==> config.mk <==
export PLATFORM = sky130hd
export DESIGN_NAME = imm_decode_stage
export DESIGN_NICKNAME = d
export VERILOG_FILES = /design/src/rtl/imm_decode_stage.sv
export SDC_FILE = /design/constraint.sdc
export NUM_CORES = 1
export LEC_CHECK = 0
export ABC_AREA = 1
export ABC_CLOCK_PERIOD_IN_PS = 15200
export CORE_AREA = 2 2 204 106
export CTS_CLUSTER_DIAMETER = 100
export DETAILED_ROUTE_END_ITERATION = 8
export DIE_AREA = 0 0 206 108
export GPL_TIMING_DRIVEN = 0
export PLACE_DENSITY_LB_ADDON = 0.3
export SLEW_MARGIN = 20
export SYNTH_ARGS = -nofsm -noshare
export SYNTH_HDL_FRONTEND = slang
export SYNTH_SLANG_ARGS = --single-unit
export TNS_END_PERCENT = 10
==> constraint.sdc <==
create_clock -name clk -period 15.2 [get_ports clk]
set_input_delay 1.52 -clock clk [delete_from_list [all_inputs] [get_ports clk]]
set_output_delay 1.52 -clock clk [all_outputs]
set_load 0.03 [all_outputs]
==> src/rtl/imm_decode_stage.sv <==
// Registered immediate decoder: opcode-inferred format, sign-extended imm,
// pc+imm target, valid/ready pipeline with a 2-entry skid and flush.
module imm_decode_stage #(
  parameter int XLEN      = 32,
  parameter bit RV64_W_EN = 1'b0
) (
  input  logic            clk,
  input  logic            rst,
  input  logic            flush,
  input  logic            in_valid,
  output logic            in_ready,
  input  logic [31:0]     in_inst,
  input  logic [XLEN-1:0] in_pc,
  output logic            out_valid,
  input  logic            out_ready,
  output logic [31:0]     out_inst,
  output logic [XLEN-1:0] out_pc,
  output logic [XLEN-1:0] out_imm,
  output logic [2:0]      out_fmt,
  output logic [XLEN-1:0] out_target
);

  localparam logic [2:0] FMT_R = 3'd0;
  localparam logic [2:0] FMT_I = 3'd1;
  localparam logic [2:0] FMT_S = 3'd2;
  localparam logic [2:0] FMT_B = 3'd3;
  localparam logic [2:0] FMT_U = 3'd4;
  localparam logic [2:0] FMT_J = 3'd5;
  localparam logic [2:0] FMT_X = 3'd7;

  localparam bit W_OK = RV64_W_EN && (XLEN == 64);

  typedef struct packed {
    logic [31:0]     inst;
    logic [XLEN-1:0] pc;
    logic [XLEN-1:0] imm;
    logic [2:0]      fmt;
  } entry_t;

  entry_t dec;
  entry_t main_q;
  entry_t skid_q;
  logic   skid_valid;

  logic [6:0]        opc;
  logic              is_i, is_s, is_b, is_u, is_j, is_r;
  logic [2:0]        fmt;
  logic signed [31:0] imm32;
  logic              accept;
  logic              load;

  assign opc  = in_inst[6:0];
  assign is_i = (opc inside {7'b0000011, 7'b0010011, 7'b1100111,
                             7'b0001111, 7'b1110011})
              || (W_OK && opc == 7'b0011011);
  assign is_s = opc == 7'b0100011;
  assign is_b = opc == 7'b1100011;
  assign is_u = opc inside {7'b0110111, 7'b0010111};
  assign is_j = opc == 7'b1101111;
  assign is_r = opc == 7'b0110011;

  always_comb begin
    fmt   = FMT_X;
    imm32 = '0;
    unique case (1'b1)
      is_i: begin
        fmt   = FMT_I;
        imm32 = {{20{in_inst[31]}}, in_inst[31:20]};
      end
      is_s: begin
        fmt   = FMT_S;
        imm32 = {{20{in_inst[31]}}, in_inst[31:25], in_inst[11:7]};
      end
      is_b: begin
        fmt   = FMT_B;
        imm32 = {{19{in_inst[31]}}, in_inst[31], in_inst[7],
                 in_inst[30:25], in_inst[11:8], 1'b0};
      end
      is_u: begin
        fmt   = FMT_U;
        imm32 = {in_inst[31:12], 12'b0};
      end
      is_j: begin
        fmt   = FMT_J;
        imm32 = {{11{in_inst[31]}}, in_inst[31], in_inst[19:12],
                 in_inst[20], in_inst[30:21], 1'b0};
      end
      is_r: fmt = FMT_R;
      default: ;
    endcase
    dec.inst = in_inst;
    dec.pc   = in_pc;
    dec.imm  = XLEN'(imm32);
    dec.fmt  = fmt;
  end

  // Ready comes only from the skid flag, so no out_ready->in_ready path.
  assign in_ready = ~skid_valid;
  assign accept   = in_valid & in_ready;
  assign load     = ~out_valid | out_ready;

  always_ff @(posedge clk or posedge rst) begin
    if (rst) begin
      out_valid  <= 1'b0;
      skid_valid <= 1'b0;
      main_q     <= '0;
      skid_q     <= '0;
    end else if (flush) begin
      out_valid  <= 1'b0;
      skid_valid <= 1'b0;
    end else if (load) begin
      out_valid <= skid_valid | accept;
      if (skid_valid) begin
        main_q     <= skid_q;
        skid_valid <= 1'b0;
      end else if (accept) begin
        main_q <= dec;
      end
    end else if (accept) begin
      skid_q     <= dec;
      skid_valid <= 1'b1;
    end
  end

  assign out_inst   = main_q.inst;
  assign out_pc     = main_q.pc;
  assign out_imm    = main_q.imm;
  assign out_fmt    = main_q.fmt;
  assign out_target = main_q.pc + main_q.imm;

endmodule

==> qor.csv <==
metric;value;unit
drv_slew;0;
io_buffer_count;201;
worstSkewPairLatency;0.44;ns
tritoncts;done;
final_core_util;72.1;%
synth_top_area_cell;dfrtp_1;
worst_pin_slew;0.737;ns
grt_pass1_wl;58100;um
post_cts_buffers;0;
clk_path_buf_depth;2;
synth_cells;1654;
vias;11800;
die_h;108;um
firstDrtPassIters;5;
cts_buffers;17;
worstSetupStartpointType;register;
routabilityCongestion;0.999;
ys_seq_area_share;43.1;%
rsz0062_at_grt;false;
synth_edf_count;0;
ys_types;37;
async_flop_share;100;%
crit_required;13.68;ns
power_density;121;nW/um2
end_kind;output port;
placed_cells;2129;
grt_max_degree;105;
power.share.clock;27.2;%
tns;0;ns
cts.htree.levels;4;
switching_share;37.0;%
crit_type;register to output port;
drt_iter0_drc;1218;
clock_sinks;200;
dp_hpwl;28200;um
area_delta_synth_final;25.9;%
pwr-share-seq;39.6;%
grt_use_total;33.9;%
netSwitchingPower;655;uW
grt_pass1_vias;10800;
grt_overflow;0;
setup_viol;0;
p_comb_share;33.2;%
cp_common_cell;nand2_1;
diodes;0;
worstPathArrival;3.30;ns
hp-start;skid_q[10];
timing.slew.headroom;50.8;%
die_area;22200;um2
crit_path_max_incr_delay;0.66;ns
finClkSkew;0.0167;ns
synth_top_area_share;43.1;%
synthFlopType;dfrtp_1;
syn-num-nets;1755;
synth.most_common_cell;nand2_1;
core;20300;um2
cts-resized-gates;0;
hold_buffers;0;
placed_area;14000;um2
hold_class;register to register;
rows;37;
cp_cell_sequence;ha_1 -> fa_1 -> nand3_1 -> nand3_1 -> nand2_1 -> nand2_1 -> nand2_1 -> nand2_1 -> nand2_1 -> nand3_1 -> nand2_1 -> clkdlybuf4s50_1;
drc;0;
ys_ff_latch;200;
antenna_found_initial;1;
finalCritPeriodShare;31.7;%
drive_above_1_share;4.82;%
synth_area_leaders;dfrtp_1 (43%), nand2_1 (19%), o21ai_0 (9.3%);
initial_core_util;57.3;%
finalNetCount;1976;
cts-root-buf;clkbuf_16;
syn_area;11600;um2
path_clk_slew;0.08;ns
leakage;7.89;nW
ant_nets;0;
routed_wl;36800;um
status;finished, final reports clean;
cp_max_fo;4;
synthTopCellsByCount;nand2_1 (594), o21ai_0 (216), dfrtp_1 (200);
cell_internal_pwr;1.11;mW
final_area;14600;um2
cap_viol_max_count;0;
dieWidth;206;um
yosysWarnings;0;
period_minus_slack;4.82;ns
vias_per_cell;5.45;
startpoint;out_imm[0];
avgSynthCellArea;7.02;um2
timing.fmax;208;MHz
ir_worst_vdd;68.4;uV
timing.final.hold_violations;0;
pin_count;202;
timing.rr.start;out_valid;
wire_per_inst;17.0;um
final_cells;2161;
cpMaxStageDelayCell;clkdlybuf4s50_1;
power groups by stage:
stage	Sequential, mW	Combinational [mW]	Clock [mW]
6_report	0.701	0.587	0.480
5_1_grt	0.711	0.641	0.502
4_1_cts	0.698	0.586	0.478
3_5_place_dp	0.707	0.583	0
3_3_place_gp	0.705	0.571	0
2_1_floorplan	0.760	0.286	0
state kept, by name, summed over array words and instances, names as in the netlist:
name,count
out_fmt,3
out_imm,32
out_inst,32
out_pc,32
out_valid,1
skid_q,99
skid_valid,1
worst paths after layout:
kind | end | slack (ns) | cells after the start
setup reg to reg | skid_q[65] | 12.99 | 8
max in group asynchronous | out_pc[21] | 12.63 | 3
hold / removal | skid_q[10] | 0.49 | 2
hold reg to reg | skid_q[10] | 0.49 | 2
min in group asynchronous | out_inst[7] | 1.61 | 2
setup / recovery | out_target[28] | 10.38 | 12
placed cells by master (no fill, tap or decap), types with 3 or more instances in the layout:
| cell | instances |
|---|---|
| a21boi_0 | 3 |
| a21oi_1 | 34 |
| a31oi_1 | 18 |
| a31oi_2 | 4 |
| buf_1 | 7 |
| buf_2 | 19 |
| buf_6 | 6 |
| clkbuf_1 | 38 |
| clkbuf_16 | 17 |
| clkdlybuf4s50_1 | 201 |
| dfrtp_1 | 200 |
| ha_1 | 31 |
| inv_1 | 185 |
| inv_2 | 4 |
| inv_6 | 5 |
| inv_8 | 5 |
| nand2_1 | 594 |
| nand2_2 | 5 |
| nand2_4 | 4 |
| nand3_1 | 69 |
| nand3b_1 | 3 |
| nand4_1 | 12 |
| nor2_1 | 147 |
| nor2_4 | 4 |
| nor3_1 | 10 |
| o21ai_0 | 216 |
| o21bai_1 | 3 |
| or2_2 | 4 |
| xor2_1 | 17 |
logic make-up (layout without fill, tap and decap cells):
kind of cell               count (synthesis)  count (layout)  synth area share (%)
and+or+nand+nor                          860             860                  30.1
adders and majority gates                 32              32                  3.51
DFF                                      200             200                  43.1
buffers and inverters                    262             496                  9.14
xor gates and xnor gates                  18              18                  1.36
AOI/OAI and AO/OA                        282             282                  12.8
cell type report:
type | count | area (um2)
Tap cell | 273 | 342
Sequential cell | 200 | 5000
Multi-Input combinational cell | 1192 | 5550
Clock buffer | 19 | 443
Fill cell | 1687 | 5660
Timing Repair Buffer | 202 | 2040
Inverter | 190 | 721
Buffer | 72 | 348
Clock inverter | 13 | 174
metrics by stage:
stage / hold slack [ns] / power (mW) / setup WS (ns)
2_1_floorplan: 0.444 / 1.05 / 8.23
3_3_place_gp: 0.460 / 1.28 / 5.78
3_5_place_dp: 0.466 / 1.29 / 10.88
4_1_cts: 0.486 / 1.76 / 10.42
5_1_grt: 0.503 / 1.85 / 10.20
6_report: 0.486 / 1.77 / 10.38
layer usage:
metal | vias up | wire (um) | GRT usage [%]
li1 | 5653 | - | -
met1 | 5499 | 16400 | 49.3
met2 | 552 | 16300 | 52.9
met3 | 70 | 3220 | 5.39
met4 | 0 | 799 | 9.64
met5 | - | 0 | 0
worst max-delay path: cells and delay by family (launching register included):
kind | cells | cell delay [ns]
fa+ha+maj | 2 | 0.81
buf+inv | 1 | 0.66
flops | 1 | 0.42
simple gates | 9 | 0.97
No activity file was read; power rests on OpenSTA's default activity.
